`config.mk`:
```
export PLATFORM = sky130hd
export DESIGN_NAME = qbus_dma_arb_flat
export DESIGN_NICKNAME = d
export VERILOG_FILES = /design/src/rtl/qbus_dma_arb_if.sv /design/src/rtl/qbus_dma_arb.sv /design/src/flat_wrapper.sv
export SDC_FILE = /design/constraint.sdc
export NUM_CORES = 1
export LEC_CHECK = 0
export CAP_MARGIN = 20
export CORE_ASPECT_RATIO = 0.6
export CORE_MARGIN = 4
export CORE_UTILIZATION = 48
export CTS_CLUSTER_DIAMETER = 60
export CTS_CLUSTER_SIZE = 40
export DETAILED_ROUTE_END_ITERATION = 16
export PLACE_DENSITY_LB_ADDON = 0.05
export SLEW_MARGIN = 10
export SYNTH_ARGS = -nofsm -noshare
export SYNTH_HDL_FRONTEND = slang
export SYNTH_SLANG_ARGS = --single-unit
```
`constraint.sdc`:
```
create_clock -name clk -period 1.65 [get_ports clk]
set_input_delay 0.33 -clock clk [delete_from_list [all_inputs] [get_ports clk]]
set_output_delay 0.33 -clock clk [all_outputs]
set_load 0.02 [all_outputs]
```
`src/rtl/qbus_dma_arb_if.sv`:
```
// Signal bundle between the local DMA arbiter and its requesters / Q-bus side.
// The master modport is the arbiter's view; slave is the environment's view.
interface qbus_dma_arb_if;
    logic [1:0] n_req;
    logic [1:0] n_sack_loc;
    logic [1:0] n_gnt;
    logic [1:0] owner;
    logic       n_dmr;
    logic       n_dmgi;
    logic       n_dmgo;
    logic       n_sack;
    logic       n_sync;
    logic       n_bsy;
    logic       tout_p;

    modport master (
        input  n_req, n_sack_loc, n_dmgi, n_sync, n_bsy,
        output n_gnt, n_dmr, n_dmgo, n_sack, owner, tout_p
    );

    modport slave (
        output n_req, n_sack_loc, n_dmgi, n_sync, n_bsy,
        input  n_gnt, n_dmr, n_dmgo, n_sack, owner, tout_p
    );
endinterface

```
`src/rtl/qbus_dma_arb.sv`:
```
// Local DMA arbiter: shares one Q-bus DMR/DMG slot between two local requesters
// with round-robin selection, daisy-chain pass-through and grant timeout.
module qbus_dma_arb #(
    parameter int TOUT = 64,
    parameter int TW   = 8
) (
    input  logic              clk,
    input  logic              rst_n,
    qbus_dma_arb_if.master    bus
);

    localparam logic [2:0] S_IDLE    = 3'd0;
    localparam logic [2:0] S_REQ     = 3'd1;
    localparam logic [2:0] S_GRANT   = 3'd2;
    localparam logic [2:0] S_OWN     = 3'd3;
    localparam logic [2:0] S_PASS    = 3'd4;
    localparam logic [2:0] S_RELEASE = 3'd5;

    localparam logic [TW-1:0] TOUT_CNT = TW'(TOUT);

    logic [1:0]    req_m, req_s;
    logic          dmgi_m, dmgi_s;
    logic          sync_m, sync_s;
    logic          bsy_m, bsy_s;

    logic [2:0]    state, state_nx;
    logic          sel, sel_nx;
    logic          last, last_nx;
    logic [TW-1:0] cnt, cnt_nx;
    logic          to_hit, to_nx;
    logic          pick;

    logic [1:0]    gnt_q;
    logic [1:0]    owner_q;
    logic          dmr_q, dmgo_q, sack_q, tout_q;

    // Two-flop synchronizers; idle level is high for every active-low input.
    always_ff @(posedge clk or negedge rst_n) begin
        if (!rst_n) begin
            req_m  <= '1;
            req_s  <= '1;
            dmgi_m <= 1'b1;
            dmgi_s <= 1'b1;
            sync_m <= 1'b1;
            sync_s <= 1'b1;
            bsy_m  <= 1'b1;
            bsy_s  <= 1'b1;
        end else begin
            req_m  <= bus.n_req;
            req_s  <= req_m;
            dmgi_m <= bus.n_dmgi;
            dmgi_s <= dmgi_m;
            sync_m <= bus.n_sync;
            sync_s <= sync_m;
            bsy_m  <= bus.n_bsy;
            bsy_s  <= bsy_m;
        end
    end

    // Lone requester wins; on a tie the one that did not own the bus last wins.
    always_comb begin
        if (req_s == 2'b00) pick = ~last;
        else                pick = req_s[0];
    end

    always_comb begin
        state_nx = state;
        sel_nx   = sel;
        last_nx  = last;
        cnt_nx   = cnt;
        to_nx    = 1'b0;
        case (state)
            S_IDLE: begin
                if (!dmgi_s) begin
                    state_nx = S_PASS;
                end else if (req_s != 2'b11) begin
                    sel_nx   = pick;
                    state_nx = S_REQ;
                end
            end
            S_REQ: begin
                if (!dmgi_s) begin
                    if (!req_s[sel]) begin
                        cnt_nx   = '0;
                        state_nx = S_GRANT;
                    end else begin
                        state_nx = S_PASS;
                    end
                end
            end
            S_GRANT: begin
                cnt_nx = cnt + 1'b1;
                if (!bus.n_sack_loc[sel]) begin
                    state_nx = S_OWN;
                end else if (cnt == TOUT_CNT) begin
                    to_nx    = 1'b1;
                    state_nx = S_RELEASE;
                end
            end
            S_OWN: begin
                if (bus.n_sack_loc[sel]) begin
                    last_nx  = sel;
                    state_nx = S_RELEASE;
                end
            end
            S_PASS: begin
                if (dmgi_s) state_nx = S_IDLE;
            end
            S_RELEASE: begin
                if (dmgi_s && sync_s && bsy_s) state_nx = S_IDLE;
            end
            default: state_nx = S_IDLE;
        endcase
    end

    always_ff @(posedge clk or negedge rst_n) begin
        if (!rst_n) begin
            state  <= S_IDLE;
            sel    <= 1'b0;
            last   <= 1'b1;
            cnt    <= '0;
            to_hit <= 1'b0;
        end else begin
            state  <= state_nx;
            sel    <= sel_nx;
            last   <= last_nx;
            cnt    <= cnt_nx;
            to_hit <= to_nx;
        end
    end

    // Outputs are a registered decode of the current state, one edge behind it.
    always_ff @(posedge clk or negedge rst_n) begin
        if (!rst_n) begin
            gnt_q   <= '1;
            dmr_q   <= 1'b1;
            dmgo_q  <= 1'b1;
            sack_q  <= 1'b1;
            owner_q <= '0;
            tout_q  <= 1'b0;
        end else begin
            gnt_q   <= '1;
            dmr_q   <= 1'b1;
            dmgo_q  <= 1'b1;
            sack_q  <= 1'b1;
            owner_q <= '0;
            tout_q  <= to_hit;
            case (state)
                S_REQ: dmr_q <= 1'b0;
                S_GRANT: begin
                    dmr_q      <= 1'b0;
                    gnt_q[sel] <= 1'b0;
                end
                S_OWN: begin
                    sack_q       <= 1'b0;
                    owner_q[sel] <= 1'b1;
                end
                S_PASS: dmgo_q <= 1'b0;
                default: ;
            endcase
        end
    end

    assign bus.n_gnt  = gnt_q;
    assign bus.n_dmr  = dmr_q;
    assign bus.n_dmgo = dmgo_q;
    assign bus.n_sack = sack_q;
    assign bus.owner  = owner_q;
    assign bus.tout_p = tout_q;

endmodule

```
`src/flat_wrapper.sv`:
```
// flat-port wrapper written by rule: the top's interface ports become plain ports
module qbus_dma_arb_flat 
#(
    parameter int TOUT = 64,
    parameter int TW   = 8
)
  (clk, rst_n, bus_n_req, bus_n_sack_loc, bus_n_dmgi, bus_n_sync, bus_n_bsy, bus_n_gnt, bus_n_dmr, bus_n_dmgo, bus_n_sack, bus_owner, bus_tout_p);
  qbus_dma_arb_if bus_i ();
  input  logic clk;
  input  logic rst_n;
  input wire logic [$bits(bus_i.n_req)-1:0] bus_n_req;
  input wire logic [$bits(bus_i.n_sack_loc)-1:0] bus_n_sack_loc;
  input wire logic [$bits(bus_i.n_dmgi)-1:0] bus_n_dmgi;
  input wire logic [$bits(bus_i.n_sync)-1:0] bus_n_sync;
  input wire logic [$bits(bus_i.n_bsy)-1:0] bus_n_bsy;
  output wire logic [$bits(bus_i.n_gnt)-1:0] bus_n_gnt;
  output wire logic [$bits(bus_i.n_dmr)-1:0] bus_n_dmr;
  output wire logic [$bits(bus_i.n_dmgo)-1:0] bus_n_dmgo;
  output wire logic [$bits(bus_i.n_sack)-1:0] bus_n_sack;
  output wire logic [$bits(bus_i.owner)-1:0] bus_owner;
  output wire logic [$bits(bus_i.tout_p)-1:0] bus_tout_p;
  assign bus_i.n_req = bus_n_req;
  assign bus_i.n_sack_loc = bus_n_sack_loc;
  assign bus_i.n_dmgi = bus_n_dmgi;
  assign bus_i.n_sync = bus_n_sync;
  assign bus_i.n_bsy = bus_n_bsy;
  assign bus_n_gnt = bus_i.n_gnt;
  assign bus_n_dmr = bus_i.n_dmr;
  assign bus_n_dmgo = bus_i.n_dmgo;
  assign bus_n_sack = bus_i.n_sack;
  assign bus_owner = bus_i.owner;
  assign bus_tout_p = bus_i.tout_p;
  qbus_dma_arb #(.TOUT(TOUT), .TW(TW)) u_core (.clk(clk), .rst_n(rst_n), .bus(bus_i));
endmodule
```
-- Word-level counts from Yosys, hierarchy flattened
Index checks and enable logic that the tools add are counted.
- bits in registers: 32
- bits of input ports: 9
- output and inout port bits: 8
- word-level logic and storage cells: 77
- add/sub/neg operators: 1
- magnitude comparators: 2
- equal/unequal tests: 14
- mux-type cells: 28
- bitwise operators: 2
- reductions and logical operators: 11
- operators with widths (cell ; number):
    two-way mux 3 bit ; 9
    one-hot mux 3 bit (6 select lines) ; 1
    two-way mux 8 bit ; 2
    one-hot mux 8 bit (2 select lines) ; 1
    two-way mux 1 bit ; 12
    adder 8 x 1 -> 8 bit (second input constant) ; 1
    == test 8 x 7 -> 1 bit (second input constant) ; 1
    == test 3 x 2 -> 1 bit (second input constant) ; 2
    == test 3 bit (second input constant) ; 2
    inequality test 2 x 1 -> 1 bit (second input constant) ; 3
    inequality test 2 bit (second input constant) ; 3
    inequality test 3 bit (second input constant) ; 2
    AND reduction 3 bit ; 2
    AND reduction 6 bit ; 1
    two-way mux 2 bit ; 2
    == test 3 x 1 -> 1 bit (second input constant) ; 1
    logical AND 1 bit ; 3
    logical NOT 3 bit ; 1
    logical NOT 2 bit ; 1
    < comparator 1 x 2 -> 1 bit (second input constant) ; 1
    NOT 2 bit ; 1
    AND reduction 2 bit ; 1
    nonzero test 2 bit ; 1
    OR reduction 2 bit ; 1
    3 further kinds ; 3

-- Logic depth before layout (Yosys ltp)
Gate-level depths: netlist of run 1.
- depth in word-level cells: 6
- gate-level depth with buffers: 7
- gate-level depth less buffers: 7

-- Worst setup path before layout of run 1
Ideal clock, no wire load.
- path kind: register to register
- start point: register u_core.state[0]
- end point: register u_core.state[0]
- library setup time: 0.125 ns
- data arrival time: 1.572 ns
- data required time: 1.525 ns
- path slack: -0.046 ns
- cell stages (with the launch flop): 8
- path buffers: 2
- clock period less this slack: 1.696 ns
- cell sequence: dfrtp_1 -> buf_6 -> or3b_4 -> buf_6 -> nor2_1 -> nand2_1 -> o211ai_2 -> mux2_2
- word-level cells in the longest chain between the ends: 3
- elaborated cells on any way between the ends: 14
- classes of those cells: eq/ne: 11; mux: 1; reduce/logical: 2
- ends and longest elaborated chain (what ; line ; RTL):
    start, declared ; qbus_dma_arb.sv:26 ; logic [2:0] state, state_nx;
    start signal, assigned ; qbus_dma_arb.sv:124 ; state <= state_nx;
    == test 3 x 2 -> 1 bit, or another cell as far along ; qbus_dma_arb.sv:72 ; case (state)
    inequality test 3 bit (no source line), or another cell as far along ; -- ;
    AND reduction 6 bit (no source line) ; -- ;
Several ways; a longest one is shown, not always the timed one.
A chain may end at the register's enable or synchronous reset.

-- Worst setup path after layout of run 1
- start point: register u_core.state[1]
- end point: register u_core.state[0]
The elaborated chain is that of the path after synthesis.

==> flow_results.xml, run 1 <==
<?xml version="1.0" encoding="UTF-8"?>
<metrics>
  <group name="status">
    <metric name="run_status" unit="">finished, final reports clean</metric>
  </group>
  <group name="grt">
    <metric name="grt_max_degree" unit="">33</metric>
    <metric name="vias_in_the_first_global_route" unit="">915</metric>
    <metric name="global_route.overflow_total" unit="">0</metric>
    <metric name="antenna_violations_before_repair" unit="">0</metric>
    <metric name="grt_overall_usage" unit="%">15.4</metric>
    <metric name="grt_pass1_wl" unit="mm">4.39</metric>
  </group>
  <group name="cells_and_area">
    <metric name="diodes" unit="">0</metric>
    <metric name="final_core_utilization" unit="%">66.7</metric>
    <metric name="number_of_nets_in_the_layout" unit="">161</metric>
    <metric name="final_non_filler_cell_total" unit="">183</metric>
    <metric name="final_cell_area" unit="sq mm">0.00173</metric>
    <metric name="areaGrowthSynthToFinish" unit="%">27.7</metric>
    <metric name="post_route_cells_drive_above_1_share" unit="%">32.5</metric>
  </group>
  <group name="pwr">
    <metric name="ir_drop" unit="uV">684</metric>
    <metric name="power.leakage" unit="nW">0.764</metric>
    <metric name="share_clk_of_total_power" unit="%">27.4</metric>
    <metric name="switchingPower" unit="uW">703</metric>
    <metric name="internal-power" unit="mW">1.65</metric>
    <metric name="swShare" unit="%">29.8</metric>
    <metric name="sequentialPowerShare" unit="%">42.5</metric>
    <metric name="combinationalPowerShare" unit="%">30.1</metric>
    <metric name="p_per_area" unit="mW/mm^2">1360</metric>
  </group>
  <group name="timing">
    <metric name="finalMaxSlewViolations" unit="">0</metric>
    <metric name="post_route_fraction_of_the_period_consumed_by_the_critical_path" unit="%">95.5</metric>
    <metric name="maxSlewHeadroom" unit="%">74.2</metric>
    <metric name="worst-slew-pin-transition" unit="ns">0.387</metric>
    <metric name="fin_hold_ws" unit="ns">0.348</metric>
    <metric name="finalClockSkew" unit="ns">0.00444</metric>
    <metric name="report.final.setup_viol" unit="">0</metric>
    <metric name="timing_hold_violations_final" unit="">0</metric>
    <metric name="setup_slack" unit="ns">0.0740</metric>
    <metric name="final_period_minus_worst_setup_slack" unit="ns">1.58</metric>
    <metric name="timing.fmax" unit="GHz">0.635</metric>
    <metric name="rsz0062_at_grt" unit="">false</metric>
  </group>
  <group name="synthesis">
    <metric name="yosys-top-cells-area" unit="">sky130_fd_sc_hd__dfstp_2 (31%), sky130_fd_sc_hd__dfrtp_1 (30%), sky130_fd_sc_hd__nand2_1 (3.6%), sky130_fd_sc_hd__nor2_1 (3.6%), sky130_fd_sc_hd__a21oi_1 (2.2%)</metric>
    <metric name="yosysUniqueCellTypes" unit="">40</metric>
    <metric name="synth-warning-count" unit="">0</metric>
    <metric name="yosys-top-cells-count" unit="">sky130_fd_sc_hd__dfrtp_1 (16), sky130_fd_sc_hd__dfstp_2 (16), sky130_fd_sc_hd__nand2_1 (13), sky130_fd_sc_hd__nor2_1 (13)</metric>
    <metric name="synth_async_sr_flop_share" unit="%">100</metric>
    <metric name="number_of_enable_type_register_cells_in_the_synthesized_netlist" unit="">0</metric>
    <metric name="post_synthesis_cell_count" unit="">120</metric>
    <metric name="post-synth-top-area-cell" unit="">sky130_fd_sc_hd__dfstp_2</metric>
    <metric name="synth_net_count" unit="">131</metric>
    <metric name="yosys.area.top_type_share" unit="%">31.0</metric>
    <metric name="seq_area_frac_synth" unit="%">60.6</metric>
    <metric name="post_synth_instance_area" unit="sq mm">0.00136</metric>
    <metric name="ys_seq_elements" unit="">32</metric>
    <metric name="synth_area_per_cell" unit="sq um">11.3</metric>
    <metric name="postSynth.topFlopCell" unit="">sky130_fd_sc_hd__dfstp_2</metric>
  </group>
  <group name="critical_path">
    <metric name="critical_path_peak_fanout" unit="">8</metric>
    <metric name="max_stage_delay" unit="ns">0.46</metric>
    <metric name="critical_path.reg2reg.endpoint" unit="">u_core.state[0]</metric>
    <metric name="r2r_slack" unit="ns">0.07</metric>
    <metric name="kind_of_start_point_of_the_critical_path" unit="">flip-flop</metric>
    <metric name="reg2reg_depth" unit="">5</metric>
    <metric name="r2r-start" unit="">u_core.state[1]</metric>
    <metric name="cp_data_arrival_time" unit="ns">1.74</metric>
    <metric name="cp_data_required_time" unit="ns">1.81</metric>
    <metric name="cpMaxStageDelayCell" unit="">sky130_fd_sc_hd__or3b_4</metric>
    <metric name="cp.buffers_inverters" unit="">0</metric>
    <metric name="crit_family" unit="">simple AND/OR/NAND/NOR gates</metric>
    <metric name="worstSetupEndpointType" unit="">flip-flop</metric>
    <metric name="timing_worst_setup_path_type" unit="">reg2reg</metric>
    <metric name="critical_path.cell_chain" unit="">or3b_4, nor2_1, nand2_2, o211ai_2, mux2_4</metric>
  </group>
  <group name="cts">
    <metric name="cts.path.max_buffers" unit="">2</metric>
    <metric name="clk_root_buffer_cell" unit="">sky130_fd_sc_hd__clkbuf_8</metric>
    <metric name="tritoncts" unit="">built</metric>
    <metric name="tritoncts_buffers" unit="">5</metric>
    <metric name="clkSlewWorstSetupHoldPaths" unit="ns">0.06</metric>
    <metric name="clk-insertion-delay-late" unit="ns">0.28</metric>
    <metric name="h-tree-depth" unit="">2</metric>
    <metric name="cts.sink_count" unit="">32</metric>
  </group>
  <group name="die">
    <metric name="floorplan.initialDensity" unit="%">52.3</metric>
    <metric name="floorplan.io_pins" unit="">17</metric>
    <metric name="die_span_in_y" unit="um">49.2</metric>
    <metric name="core" unit="sq mm">0.00259</metric>
    <metric name="std_cell_rows" unit="">14</metric>
    <metric name="floorplan.die_area" unit="sq mm">0.00377</metric>
    <metric name="die_width" unit="um">76.6</metric>
  </group>
  <group name="placed_design">
    <metric name="gp_routability_congestion" unit="">0.808</metric>
    <metric name="place_hpwl" unit="mm">1.81</metric>
    <metric name="placed_cell_area" unit="sq mm">0.00161</metric>
    <metric name="pre_cts_slack" unit="ns">-0.152</metric>
    <metric name="placement.io_buffers" unit="">16</metric>
    <metric name="place_inst" unit="">174</metric>
  </group>
  <group name="drt">
    <metric name="wire_per_inst" unit="um">13.8</metric>
    <metric name="drt_wl_total" unit="mm">2.52</metric>
    <metric name="route.antenna.remaining_nets" unit="">0</metric>
    <metric name="vias" unit="">927</metric>
    <metric name="post_drt_via_cell_ratio" unit="">5.07</metric>
    <metric name="dr.pass1.iters" unit="">4</metric>
    <metric name="starting_drt_drc_count" unit="">49</metric>
    <metric name="drc" unit="">0</metric>
  </group>
  <group name="hold_path">
    <metric name="min_delay_path_depth" unit="">0</metric>
    <metric name="hp-class" unit="">reg2reg</metric>
    <metric name="min_to" unit="">u_core.bus.tout_p</metric>
    <metric name="hold_path.startpoint" unit="">u_core.to_hit</metric>
  </group>
  <group name="job">
    <metric name="max_cap_violations" unit="">0</metric>
  </group>
</metrics>
cells by family after synthesis:
group	after synthesis	synth area share, %
flops	32	60.6
buf+inv	11	4.34
compound gates	21	9.88
fa+ha+maj	2	1.85
mux	3	2.31
simple gates	48	19.1
xor+xnor	3	1.94
power by group through the flow:
stage	clock, mW	sequential (mW)	combinational [mW]
floorplan	0	1.02	0.418
global placement	0	1.00	0.689
detailed placement	0	1.01	0.697
CTS	0.662	1.00	0.682
global route	0.714	1.01	0.785
finish	0.646	1.00	0.709
registers in the layout, summed over array words and instances, names as in the netlist, 2 cells and up:
register          cells
u_core.cnt            8
u_core.state          3
u_core.bus.n_gnt      2
u_core.bus.owner      2
u_core.req_m          2
u_core.req_s          2
area by class of cell:
class	count	area [sq um]
fill	204	862
tap	32	40.0
clock buffer	8	100
inverter	5	18.8
timing repair buffer	29	251
sequential	32	821
multi-input combinational	77	499
per-layer routing:
| layer | global-route usage [%] | vias to the layer above | wire [um] |
|---|---|---|---|
| met2 | 21.9 | 23 | 1100 |
| li1 | - | 462 | - |
| met4 | 7.23 | 0 | 40 |
| met5 | 0 | - | 0 |
| met1 | 21.1 | 436 | 1250 |
| met3 | 5.35 | 6 | 131 |
metrics by stage:
step	setup TNS (ns)	total power, mW
6_report	0	2.36
5_1_grt	0	2.51
4_1_cts	0	2.35
3_5_place_dp	-0.152	1.71
3_3_place_gp	-0.0931	1.69
2_1_floorplan	0	1.44
layout by cell type, fill, tap and decap left out, types with 2 or more instances in the layout:
master	synthesis	routed
sky130_fd_sc_hd__buf_4	0	13
sky130_fd_sc_hd__xor2_1	2	2
sky130_fd_sc_hd__nor3_1	2	2
sky130_fd_sc_hd__clkbuf_8	0	7
sky130_fd_sc_hd__dfrtp_1	16	16
sky130_fd_sc_hd__o21ai_0	6	6
sky130_fd_sc_hd__o31ai_1	2	2
sky130_fd_sc_hd__inv_1	5	5
sky130_fd_sc_hd__ha_1	2	2
sky130_fd_sc_hd__clkdlybuf4s50_1	0	11
sky130_fd_sc_hd__dfstp_2	16	16
sky130_fd_sc_hd__nor2_1	13	13
sky130_fd_sc_hd__nand2b_1	2	2
sky130_fd_sc_hd__nand2_2	0	2
sky130_fd_sc_hd__mux2i_1	2	2
sky130_fd_sc_hd__dlygate4sd2_1	0	5
sky130_fd_sc_hd__nand2_1	13	11
sky130_fd_sc_hd__a21oi_1	6	6
sky130_fd_sc_hd__nand3_1	4	4
worst reg2reg max path, cell delays in order, from the launching register on:
cell and delay, ns:
sky130_fd_sc_hd__dfrtp_1 0.40, sky130_fd_sc_hd__or3b_4 0.46, sky130_fd_sc_hd__nor2_1 0.14, sky130_fd_sc_hd__nand2_2 0.08
sky130_fd_sc_hd__o211ai_2 0.07, sky130_fd_sc_hd__mux2_4 0.31
worst max-delay path by stage:
stage                           end  cells after the start              start  slack (ns)
floorplan           u_core.state[0]                      7    u_core.state[0]        0.02
global placement    u_core.state[0]                      5  bus_n_sack_loc[1]       -0.09
detailed placement  u_core.state[0]                      5  bus_n_sack_loc[1]       -0.15
CTS                 u_core.state[0]                      7      u_core.cnt[1]       0.009
global route        u_core.state[0]                      5    u_core.state[1]        0.01
finish              u_core.state[0]                      5    u_core.state[1]        0.07
timing repair:
| action | 4_1_cts | 5_1_grt |
|---|---|---|
| hold buffers | 0 | 0 |
| endpoints found under the hold margin | 0 | 0 |
| buffers inserted | 0 | 1 |
| gates resized for setup | 5 | 4 |
| setup endpoints to repair | 5 | 1 |
| pin swaps | 0 | 3 |
Power figures use the tool's default switching activity.
==> inputs of run 2 (changes only) <==
==> constraint.sdc (replaced) <==
create_clock -name clk -period 1.65 [get_ports clk]
set_input_delay 0.495 -clock clk [delete_from_list [all_inputs] [get_ports clk]]
set_output_delay 0.495 -clock clk [all_outputs]
set_load 0.02 [all_outputs]
==> run 2 against run 1 <==
Global-route usage decreased by 0.26 points. First-iteration DRC count decreased by 2.0%. Non-clock buffer count increased by 1. Register-to-register slack about the same. Critical path depth decreased by 4. Design area increased by 0.87%. Maximum frequency decreased by 1.8%.
==> flow_results.xml, run 2 (synthesis gave the netlist of run 1 again) <==
<?xml version="1.0" encoding="UTF-8"?>
<metrics>
  <group name="drt">
    <metric name="vias" unit="">939</metric>
    <metric name="drc" unit="">0</metric>
    <metric name="drt_wl_total" unit="mm">2.49</metric>
    <metric name="route.antenna.remaining_nets" unit="">0</metric>
    <metric name="starting_drt_drc_count" unit="">48</metric>
    <metric name="wire_per_inst" unit="um">13.5</metric>
    <metric name="dr.pass1.iters" unit="">4</metric>
    <metric name="post_drt_via_cell_ratio" unit="">5.10</metric>
  </group>
  <group name="placed_design">
    <metric name="place_hpwl" unit="mm">1.75</metric>
    <metric name="placed_cell_area" unit="sq mm">0.00161</metric>
    <metric name="placement.io_buffers" unit="">16</metric>
    <metric name="gp_routability_congestion" unit="">0.829</metric>
    <metric name="place_inst" unit="">173</metric>
  </group>
  <group name="grt">
    <metric name="grt_pass1_wl" unit="mm">4.33</metric>
    <metric name="global_route.overflow_total" unit="">0</metric>
    <metric name="grt_max_degree" unit="">33</metric>
    <metric name="grt_overall_usage" unit="%">15.1</metric>
    <metric name="antenna_violations_before_repair" unit="">0</metric>
    <metric name="vias_in_the_first_global_route" unit="">903</metric>
  </group>
  <group name="cts">
    <metric name="cts.sink_count" unit="">32</metric>
    <metric name="cts.path.max_buffers" unit="">2</metric>
    <metric name="tritoncts_buffers" unit="">5</metric>
    <metric name="clkSlewWorstSetupHoldPaths" unit="ns">0.06</metric>
    <metric name="h-tree-depth" unit="">2</metric>
    <metric name="clk_root_buffer_cell" unit="">sky130_fd_sc_hd__clkbuf_8</metric>
    <metric name="post_cts_hold_buffer_count" unit="">0</metric>
    <metric name="tritoncts" unit="">built</metric>
    <metric name="clk-insertion-delay-late" unit="ns">0.28</metric>
  </group>
  <group name="timing">
    <metric name="post_route_fraction_of_the_period_consumed_by_the_critical_path" unit="%">97.2</metric>
    <metric name="worst-slew-pin-transition" unit="ns">0.342</metric>
    <metric name="report.final.setup_viol" unit="">0</metric>
    <metric name="finalClockSkew" unit="ns">0.00354</metric>
    <metric name="timing_hold_violations_final" unit="">0</metric>
    <metric name="setup_total_negative_slack" unit="ns">0</metric>
    <metric name="finalMaxSlewViolations" unit="">0</metric>
    <metric name="timing.fmax" unit="GHz">0.623</metric>
    <metric name="maxSlewHeadroom" unit="%">77.1</metric>
    <metric name="final_period_minus_worst_setup_slack" unit="ns">1.60</metric>
  </group>
  <group name="pwr">
    <metric name="internal-power" unit="mW">1.62</metric>
    <metric name="ir_drop" unit="uV">725</metric>
    <metric name="swShare" unit="%">30.7</metric>
    <metric name="switchingPower" unit="uW">717</metric>
    <metric name="share_clk_of_total_power" unit="%">26.2</metric>
    <metric name="sequentialPowerShare" unit="%">42.9</metric>
    <metric name="combinationalPowerShare" unit="%">30.9</metric>
    <metric name="power.leakage" unit="nW">0.786</metric>
    <metric name="totalPowerFinal" unit="mW">2.33</metric>
    <metric name="p_per_area" unit="mW/mm^2">1340</metric>
  </group>
  <group name="cells_and_area">
    <metric name="top_register" unit="">u_core.cnt</metric>
    <metric name="diodes" unit="">0</metric>
    <metric name="post_route_cells_drive_above_1_share" unit="%">34.9</metric>
    <metric name="mostFrequentLayoutCell" unit="">sky130_fd_sc_hd__dfstp_2</metric>
    <metric name="final_non_filler_cell_total" unit="">184</metric>
    <metric name="number_of_nets_in_the_layout" unit="">162</metric>
    <metric name="final_core_utilization" unit="%">67.3</metric>
    <metric name="final_cell_area" unit="sq mm">0.00175</metric>
    <metric name="largest_register_ffs" unit="">8</metric>
    <metric name="registers_with_the_most_flip_flops" unit="">u_core.cnt (8), u_core.state (3)</metric>
    <metric name="final_cell_mix" unit="">sky130_fd_sc_hd__dfstp_2 (16), sky130_fd_sc_hd__dfrtp_1 (15), sky130_fd_sc_hd__nor2_1 (13), sky130_fd_sc_hd__buf_4 (13), sky130_fd_sc_hd__nand2_1 (12)</metric>
    <metric name="areaGrowthSynthToFinish" unit="%">28.8</metric>
  </group>
  <group name="critical_path">
    <metric name="crit_start" unit="">u_core.bus.n_gnt[0]</metric>
    <metric name="cp_data_arrival_time" unit="ns">1.11</metric>
    <metric name="critical_path.cell_chain" unit="">dlygate4sd2_1</metric>
    <metric name="max_stage_delay" unit="ns">0.51</metric>
    <metric name="critical_path_peak_fanout" unit="">1</metric>
    <metric name="cp.buffers_inverters" unit="">1</metric>
    <metric name="cpMaxStageDelayCell" unit="">sky130_fd_sc_hd__dfstp_2</metric>
    <metric name="timing_worst_setup_path_type" unit="">reg2out</metric>
    <metric name="r2r-start" unit="">u_core.cnt[1]</metric>
    <metric name="crit_family" unit="">flip-flops</metric>
    <metric name="cp.depth" unit="">1</metric>
    <metric name="kind_of_start_point_of_the_critical_path" unit="">flip-flop</metric>
    <metric name="cp_data_required_time" unit="ns">1.15</metric>
    <metric name="reg2reg_depth" unit="">7</metric>
    <metric name="worstSetupEndpointType" unit="">output port</metric>
  </group>
  <group name="hold_path">
    <metric name="hold_path.startpoint" unit="">u_core.to_hit</metric>
    <metric name="hp-class" unit="">reg2reg</metric>
    <metric name="min_delay_path_depth" unit="">0</metric>
  </group>
  <group name="die">
    <metric name="floorplan.initialDensity" unit="%">52.3</metric>
    <metric name="core" unit="sq mm">0.00259</metric>
    <metric name="std_cell_rows" unit="">14</metric>
    <metric name="die_span_in_y" unit="um">49.2</metric>
    <metric name="die_width" unit="um">76.6</metric>
    <metric name="floorplan.io_pins" unit="">17</metric>
    <metric name="floorplan.die_area" unit="sq mm">0.00377</metric>
  </group>
  <group name="job">
    <metric name="max_cap_violations" unit="">0</metric>
  </group>
  <group name="status">
    <metric name="run_status" unit="">finished, final reports clean</metric>
  </group>
</metrics>
-- run 2: cell count changes in the layout (fill, tap and decap cells not counted), moves of 2 or more --
cell,before,now
sky130_fd_sc_hd__clkdlybuf4s50_1,11,6
sky130_fd_sc_hd__clkdlybuf4s15_1,0,3
sky130_fd_sc_hd__clkinv_2,0,2
sky130_fd_sc_hd__dlygate4sd2_1,5,7
-- run 2: layout make-up --
type                       instances  area, sq um
sequential                        32          822
clock buffer                       6         82.6
clock inverter                     2         10.0
timing repair buffer              30          269
multi-input combinational         77          503
fill                             206          847
inverter                           5         18.8
tap                               32         40.0
-- run 2: final timing paths --
kind | to | slack [ns]
max in group asynchronous | u_core.bus.n_gnt[0] | 0.84
min in group asynchronous | u_core.sel | 0.57
min reg2reg | u_core.bus.tout_p | 0.35
max reg2reg | u_core.state[0] | 0.07
max | bus_n_gnt[0] | 0.05
min | u_core.bus.tout_p | 0.35
-- run 2: timing repair --
item                       4_1_cts  5_1_grt
setup endpoints to repair        9        5
resized for setup               12        7
pin swaps                        3        2
setup buffers                    0        3
-- run 2: through the flow --
step | setup slack (ns) | hold slack, ns
6_report | 0.0457 | 0.354
4_1_cts | 0.00398 | 0.355
5_1_grt | -0.0232 | 0.357
3_3_place_gp | -0.256 | 0.334
3_5_place_dp | -0.349 | 0.340
2_1_floorplan | 0.0199 | 0.199
-- run 2: per-layer routing --
layer / share of wire, % / vias to the layer above / global-route usage [%]
li1: - / 463 / -
met1: 49 / 447 / 20.9
met2: 42 / 27 / 20.8
met3: 8.2 / 2 / 6.64
met4: 0.48 / 0 / 5.72
met5: 0 / - / 0
-- run 2: power by group through the flow --
stage / sequential (mW) / clock (mW) / combinational, mW
6_report: 1.00 / 0.611 / 0.721
3_3_place_gp: 1.00 / 0 / 0.692
4_1_cts: 0.997 / 0.632 / 0.694
2_1_floorplan: 1.02 / 0 / 0.418
3_5_place_dp: 1.00 / 0 / 0.704
5_1_grt: 1.02 / 0.671 / 0.801
